### config.mk
export PLATFORM = sky130hd
export DESIGN_NAME = regfile_mp
export DESIGN_NICKNAME = d
export VERILOG_FILES = /design/src/rtl/regfile_pkg.sv /design/src/rtl/regfile_bypass_mux.sv /design/src/rtl/regfile_mp.sv
export SDC_FILE = /design/constraint.sdc
export NUM_CORES = 2
export LEC_CHECK = 0
export BUFFER_PORTS_ARGS = -buffer_cell sky130_fd_sc_hd__buf_2
export CORE_MARGIN = 3
export CORE_UTILIZATION = 55
export CTS_CLUSTER_SIZE = 14
export DETAILED_ROUTE_END_ITERATION = 8
export MAX_ROUTING_LAYER = met4
export PLACE_DENSITY = 0.76
export SYNTH_ARGS = -nofsm -noshare
export SYNTH_HDL_FRONTEND = slang
export SYNTH_HIERARCHICAL = 1
export SYNTH_SLANG_ARGS = --single-unit
### constraint.sdc
create_clock -name clk -period 3.8 [get_ports clk]
set_input_delay 0.76 -clock clk [delete_from_list [all_inputs] [get_ports clk]]
set_output_delay 0.76 -clock clk [all_outputs]
set_load 0.005 [all_outputs]
### src/rtl/regfile_pkg.sv
// Shared types and the write-priority helper for the multi-port register file.
// Commit and bypass both go through write_sel so they can never disagree.
package regfile_pkg;

    typedef enum logic {CLEAR, RUN} rf_state_t;

    typedef enum logic [1:0] {
        SEL_NONE,
        SEL_TRIG,
        SEL_CORE,
        SEL_EXT
    } wsel_t;

    // Same-address conflicts resolve trigger > core > ext.
    function automatic wsel_t write_sel(input logic trig_hit,
                                        input logic core_hit,
                                        input logic ext_hit);
        if (trig_hit) return SEL_TRIG;
        if (core_hit) return SEL_CORE;
        if (ext_hit)  return SEL_EXT;
        return SEL_NONE;
    endfunction

endpackage

### src/rtl/regfile_bypass_mux.sv
// Per-read-port select: x0 forcing, blanking while clearing, optional write-through.
module regfile_bypass_mux
    import regfile_pkg::*;
#(
    parameter int ADDRESS_WIDTH = 5,
    parameter int DATA_WIDTH    = 32,
    parameter int BYPASS        = 1,
    parameter int TRIG_REG      = 5
) (
    input  logic [ADDRESS_WIDTH-1:0] addr,
    input  logic                     busy,
    input  logic                     trigger,
    input  logic                     we,
    input  logic [ADDRESS_WIDTH-1:0] wa,
    input  logic [DATA_WIDTH-1:0]    wd,
    input  logic                     ext_we,
    input  logic [ADDRESS_WIDTH-1:0] ext_wa,
    input  logic [DATA_WIDTH-1:0]    ext_wd,
    input  logic [DATA_WIDTH-1:0]    arr_data,
    output logic [DATA_WIDTH-1:0]    data
);

    localparam logic [ADDRESS_WIDTH-1:0] TRIG_IDX = ADDRESS_WIDTH'(TRIG_REG);

    wsel_t sel;

    always_comb begin
        sel  = write_sel(trigger && (addr == TRIG_IDX),
                         we && (addr == wa),
                         ext_we && (addr == ext_wa));
        data = arr_data;
        if (BYPASS != 0) begin
            case (sel)
                SEL_TRIG: data = DATA_WIDTH'(1);
                SEL_CORE: data = wd;
                SEL_EXT:  data = ext_wd;
                default:  data = arr_data;
            endcase
        end
        if (busy || (addr == '0)) data = '0;
    end

endmodule

### src/rtl/regfile_mp.sv
// Integer register file: NUM_RD read ports, core + external write ports, t0 trigger,
// hard-wired x0 and a one-entry-per-cycle clear sequencer after reset.
module regfile_mp
    import regfile_pkg::*;
#(
    parameter int ADDRESS_WIDTH = 5,
    parameter int DATA_WIDTH    = 32,
    parameter int NUM_RD        = 2,
    parameter int BYPASS        = 1,
    parameter int TRIG_REG      = 5,
    parameter int A0_REG        = 10,
    parameter int RA_REG        = 1
) (
    input  logic                            clk,
    input  logic                            rst,
    input  logic [NUM_RD*ADDRESS_WIDTH-1:0] rd_addr,
    output logic [NUM_RD*DATA_WIDTH-1:0]    rd_data,
    input  logic                            we,
    input  logic [ADDRESS_WIDTH-1:0]        wa,
    input  logic [DATA_WIDTH-1:0]           wd,
    input  logic                            ext_we,
    input  logic [ADDRESS_WIDTH-1:0]        ext_wa,
    input  logic [DATA_WIDTH-1:0]           ext_wd,
    input  logic                            trigger,
    output logic                            init_busy,
    output logic [DATA_WIDTH-1:0]           a0,
    output logic [DATA_WIDTH-1:0]           ra
);

    localparam int DEPTH = 2 ** ADDRESS_WIDTH;
    localparam logic [ADDRESS_WIDTH-1:0] TRIG_IDX = ADDRESS_WIDTH'(TRIG_REG);
    localparam logic [ADDRESS_WIDTH-1:0] A0_IDX   = ADDRESS_WIDTH'(A0_REG);
    localparam logic [ADDRESS_WIDTH-1:0] RA_IDX   = ADDRESS_WIDTH'(RA_REG);

    logic [DATA_WIDTH-1:0]    mem [DEPTH];
    rf_state_t                state;
    logic [ADDRESS_WIDTH-1:0] clr_idx;

    // Entry 0 is never cleared or written; every reader forces it to zero instead.
    always_ff @(posedge clk) begin
        if (rst) begin
            state   <= CLEAR;
            clr_idx <= ADDRESS_WIDTH'(1);
        end else if (state == CLEAR) begin
            mem[clr_idx] <= '0;
            clr_idx      <= clr_idx + 1'b1;
            if (clr_idx == '1) state <= RUN;
        end else begin
            for (int j = 1; j < DEPTH; j++) begin
                case (write_sel(trigger && (ADDRESS_WIDTH'(j) == TRIG_IDX),
                                we && (ADDRESS_WIDTH'(j) == wa),
                                ext_we && (ADDRESS_WIDTH'(j) == ext_wa)))
                    SEL_TRIG: mem[j] <= DATA_WIDTH'(1);
                    SEL_CORE: mem[j] <= wd;
                    SEL_EXT:  mem[j] <= ext_wd;
                    default:  ;
                endcase
            end
        end
    end

    assign init_busy = (state == CLEAR);

    // Exported registers show committed contents only, never in-flight writes.
    assign a0 = (init_busy || A0_IDX == '0) ? '0 : mem[A0_IDX];
    assign ra = (init_busy || RA_IDX == '0) ? '0 : mem[RA_IDX];

    for (genvar i = 0; i < NUM_RD; i++) begin : g_rd
        logic [ADDRESS_WIDTH-1:0] addr;
        assign addr = rd_addr[i*ADDRESS_WIDTH +: ADDRESS_WIDTH];

        regfile_bypass_mux #(
            .ADDRESS_WIDTH(ADDRESS_WIDTH),
            .DATA_WIDTH   (DATA_WIDTH),
            .BYPASS       (BYPASS),
            .TRIG_REG     (TRIG_REG)
        ) u_mux (
            .addr    (addr),
            .busy    (init_busy),
            .trigger (trigger),
            .we      (we),
            .wa      (wa),
            .wd      (wd),
            .ext_we  (ext_we),
            .ext_wa  (ext_wa),
            .ext_wd  (ext_wd),
            .arr_data(mem[addr]),
            .data    (rd_data[i*DATA_WIDTH +: DATA_WIDTH])
        );
    end

endmodule

# Word-level counts from Yosys, hierarchy flattened

Memory sizes are Yosys's and may differ from the RTL's.
Index checks and enable logic that the tools add are counted.

Add/sub/neg operators: 1
Eq/ne operators: 168
Multiplexer cells: 882
Bitwise operators: 63
Reductions and logical operators: 73

Operators with widths:

| operator            | number |
|---|---|
| $mux 32             | 67 |
| $mux 1              | 612 |
| $mux 2              | 200 |
| $pmux 32 s3         | 2 |
| $eq 5x5->1 const A  | 32 |
| $eq 2x2->1 const B  | 66 |
| $eq 4x5->1 const A  | 16 |
| $logic_and 1x1->1   | 68 |
| $eq 2x1->1 const B  | 33 |
| $or 1x1->1          | 62 |
| $eq 3x5->1 const A  | 8 |
| $reduce_or 32->1    | 1 |
| $eq 2x5->1 const A  | 4 |
| $eq 5x5->1          | 4 |
| $eq 1x5->1 const A  | 2 |
| $eq 5x3->1 const B  | 2 |
| $logic_not 5->1     | 2 |
| $add 5x1->5 const B | 1 |
| $eq 5x5->1 const B  | 1 |
| $mux 5              | 1 |
| $logic_or 1x1->1    | 2 |
| $not 1->1           | 1 |

Bits in registers: 6
Memory bits (writable): 1024
Input port bits: 89
Output and inout port bits: 129
Word-level logic and storage cells: 1190
Memories kept: 1

Memories:

| memory | words | bits a word | read ports | clocked after Yosys merged registers in | write ports | line             | text |
|---|---|---|---|---|---|---|---|
| mem    | 32    | 32          | 4          | 0                                       | 31          | regfile_mp.sv:35 | `logic [DATA_WIDTH-1:0] mem [DEPTH];` |

# Depth between registers and ports, before layout

Word-level depth: 22
Mapped depth: 11
Mapped depth without buffers: 6

# Cells and area by module

The synthesis kept the hierarchy.

By module, submodules not included:

| module             | instances | cells each | area an instance (um2) | sequential area each (um2) |
|---|---|---|---|---|
| regfile_mp         | 1         | 4060       | 58267.1                | 29908.7 |
| regfile_bypass_mux | 2         | 172        | 1333.8                 | 0.0 |

# Worst setup path after synthesis

No wires, ideal clock.

Kind: input to register
Start point: input port wa[1]
End point: memory mem[5][0], enable pin
Library setup time: 433 ps
Arrival: 3085 ps
Required time: 3367 ps
Setup slack: 282 ps
Stages: 4
Path buffers: 0
Path through: nor4bb_1 > and2_1 > nor3_1 > o22ai_1

RTL lines:

| what            | line             | text |
|---|---|---|
| start, declared | regfile_mp.sv:19 | `input logic [ADDRESS_WIDTH-1:0] wa,` |
| end, declared   | regfile_mp.sv:35 |  |

# Worst setup path in the final report

Start point: input port rd_addr[2]
End point: output port rd_data[20]

Cells in the longest elaborated chain, start to end: 11
Elaborated cells on any way between the ends: 25
Classes of those cells: eq/ne: 6; mux: 13; reduce/logical: 5; memory: 1

Ends and longest elaborated chain:

| what                                     | line                     | text |
|---|---|---|
| start, declared                          | regfile_mp.sv:16         | `input logic [NUM_RD*ADDRESS_WIDTH-1:0] rd_addr,` |
| $eq 5x5->1                               | regfile_bypass_mux.sv:30 | `ext_we && (addr == ext_wa));` |
| $logic_and 1x1->1                        | regfile_bypass_mux.sv:30 |  |
| $mux 1 (2 in series)                     | regfile_pkg.sv:20        | `if (ext_hit) return SEL_EXT;` |
| $mux 1                                   | regfile_pkg.sv:19        | `if (core_hit) return SEL_CORE;` |
| $mux 2                                   | regfile_pkg.sv:21        | `return SEL_NONE;` |
| $mux 2                                   | regfile_pkg.sv:20        |  |
| $mux 2                                   | regfile_pkg.sv:19        |  |
| $eq 2x2->1 or $eq 2x1->1 (tied branches) | regfile_bypass_mux.sv:33 | `case (sel)` |
| $pmux 32 s3                              | regfile_bypass_mux.sv:33 |  |
| $mux 32 (*)                              | regfile_bypass_mux.sv:40 | `if (busy \|\| (addr == '0)) data = '0;` |
| end, declared                            | regfile_mp.sv:17         | `output logic [NUM_RD*DATA_WIDTH-1:0] rd_data,` |

Every way passes the cells marked *; elsewhere a longest branch is shown, timed or not. The select of a mux whose other input is x is not followed.

==> flow_summary.yaml <==
status:
  status: "finished, violations left"
  violations: "setup timing"
cells_and_area:
  fin_nets: 4678
  drive_gt1_share_pct: 34.26
  area_delta_synth_final_pct: 15.27
  postLayoutCellArea_mm2: 0.07024
  final_cell_mix: "1176 x a22o_1, 992 x edfxtp_1, 412 x buf_4"
  fillCellCount: 7903
  fin_util_pct: 64.17
  final_common_cell: "a22o_1"
  fin_cells: 6150
timing:
  fin_crit_sh_pct: 101.0
  finalWorstPathRequiredPeriod_ns: 3.839
  worstMarginPinSlew_ns: 1.107
  slew_headroom_pct: 26.22
  setup_ws_ns: -0.03901
  finalSetupViolCount: 5
  rsz0062_at_grt: "true"
  finClkSkew_ns: 0.02117
  slew_violations: 0
  final_hold_viol_count: 0
  setup_tns_ns: -0.1180
  hold_ws_ns: 0.4270
  max_freq_mhz: 260.5
worst_setup_path:
  cp-end-kind: "primary output"
  r2r-end: "mem[14][7]"
  r2r_slack_ns: 1.02
  crit_type: "input port to primary output"
  arrival_ns: 3.08
  reg2reg_from: "state"
  required_ns: 3.04
  cp-start-kind: "input port"
  crit_fanout: 21
  reg2reg_depth: 5
cts:
  ctsHoldBuffers: 0
  clk_pin_slew_worst_paths_ns: 0.06
  clkLatencyLatePin_ns: 0.72
  clockRootBuffer: "clkbuf_16"
  clock-sinks: 998
  cts-buffers-inserted: 104
  clockBufferDepth: 3
  htreeDepth: 3
  cts_tree: "done"
synth:
  async_flop_share_pct: 0
  synth-seq-cells: 998
  ys_warn_count: 6
  synth_compound_area_share_pct: 23.08
  synth_nets: 4498
  avgSynthCellArea_um2: 13.84
  seq_area_frac_synth_pct: 49.08
  ys.flop_type: "edfxtp_1"
  yosys.area_share.simple_pct: 3.834
  yosys.area_share.adder_pct: 0.1027
  synth-edff-count: 992
  synth_xor_xnor_area_share_pct: 0.3306
  synthCells: 4404
  synth_cell_types: 56
  yosys-mux-area-fraction_pct: 18.64
  synth_top_family_by_area: "compound AO/OA/AOI/OAI gates"
  synth.cell_area_mm2: 0.06093
power_and_ir_drop:
  power_density_mw_per_mm2: 359.0
  internal_power_mw: 18.64
  p_comb_share_pct: 12.3
  p_clk_share_pct: 39.6
  power_mw: 25.22
  irDropWorstVdd_mv: 0.3305
  switching_share_pct: 26.09
  switchingPower_mw: 6.580
  p_leak_nw: 22.34
  sequentialPowerShare_pct: 48.1
placed_design:
  dp_hpwl_um: 157000
  dp_cells: 5916
  post_dp_cell_area_mm2: 0.06619
  portBuffers: 217
  post-place-ws_ns: -0.1517
  gp_congestion: 1.042
global_route:
  grt_pass1_wl_um: 350800
  grt_use_total_pct: 43.63
  grt-ovfl-total: 0
  grt_max_degree: 65
  antenna_found_initial: 10
  grt_pass1_vias: 48020
floorplan:
  die_h_um: 338.9
  io_pins: 218
  initial_core_util_pct: 55.67
  fp-row-count: 121
  die_w_um: 338.9
  die-area_mm2: 0.1148
  fp.coreArea_mm2: 0.1095
route:
  wl_um: 249700
  wl_per_cell_um: 40.60
  via_count: 49640
  drt-initial-drc-count: 8347
  dr.pass1.iters: 7
  drc: 0
  viasPerCell: 8.071
  ant_nets: 0
min_path:
  min_from: "rst"
  holdPathEnd: "state"
  holdPathStages: 2
  hp-class: "input port to flip-flop"
flow_run:
  maxCapViolations: 0
[metal layers]
layer | vias to the layer above | GRT usage [%] | share of wire [%]
met4 | 0 | 30.09 | 9.4
li1 | 18860 | - | -
met1 | 24480 | 53.22 | 32
met5 | - | - | 0
met2 | 5078 | 62.64 | 43
met3 | 1222 | 12.96 | 16
[flip-flops by register name (all words and copies together) (netlist names)]
| name | flops |
|---|---|
| mem | 992 |
| clr_idx | 5 |
| state | 1 |
[synthesized netlist by cell type (26+ instances only)]
cell type,number,area [um^2]
a22o_1,1182,10350
nand2_1,30,112.6
clkbuf_1,440,1652
o21ai_1,124,620.6
or3_1,32,200.2
edfxtp_1,992,29790
a221oi_2,58,870.8
a211oi_2,26,325.3
o22ai_1,65,406.6
mux2i_1,200,2002
buf_2,165,825.8
buf_4,28,210.2
a31oi_1,60,375.4
and2_1,134,838.3
mux4_2,384,8648
nand2_2,56,350.3
o31ai_1,64,480.5
a211oi_1,65,488.0
nor2_1,79,296.5
mux2_2,63,709.4
[what timing repair did]
item	CTS	global route
gates cloned	0	9
buffers inserted	0	29
endpoints found under the hold margin	0	0
endpoints found under the setup margin	19	58
resized for setup	14	55
pin swaps	0	4
[final cells by class]
class / instances / area, um^2 / share of cell area, %
well taps: 1476 / 1847 / 2.629
inverters: 9 / 33.78 / 0.04809
clock inverters: 52 / 471.7 / 0.6715
repair buffers: 733 / 6427 / 9.150
diodes: 10 / 25.02 / 0.03563
multi-input cells: 2738 / 28770 / 40.96
clock buffers: 134 / 2755 / 3.922
flip-flops and latches: 998 / 29910 / 42.58
[worst max-delay path by stage]
stage,endpoint,cells after the start,start
after CTS,rd_data[57],10,rd_addr[5]
after detailed placement,rd_data[0],11,rd_addr[0]
after global routing,rd_data[33],11,rd_addr[5]
after floorplan,mem[5][0],4,wa[1]
final,rd_data[20],11,rd_addr[2]
after global placement,rd_data[0],11,rd_addr[0]
[cells by family (layout without fill, tap and decap cells)]
logic type,after synthesis,count (layout)
AO/OA/AOI/OAI,1659,1659
buffers and inverters,668,928
multiplexers,647,647
flip-flops,998,998
other,0,10
XOR/XNOR,23,23
adder cells (fa/ha/maj),5,5
AND/OR/NAND/NOR,404,404
[power by group through the flow]
stage / logic, mW / clock network [mW] / registers, mW
floorplan: 1.49 / 0 / 12.3
global route: 3.13 / 10.4 / 12.1
CTS: 2.87 / 9.94 / 12.1
detailed placement: 2.85 / 0 / 12.3
global placement: 2.83 / 0 / 12.3
finish: 3.11 / 9.99 / 12.1
[worst max-delay path, cell delays in order]
cell      delay (ns)
buf_8           0.21
buf_12          0.24
buf_4           0.19
mux4_2          0.31
a22o_1          0.34
o21ai_1         0.20
o31ai_1         0.10
a31oi_1         0.25
a221oi_2        0.10
buf_4           0.20
buf_2           0.14
Power figures use the tool's default switching activity.
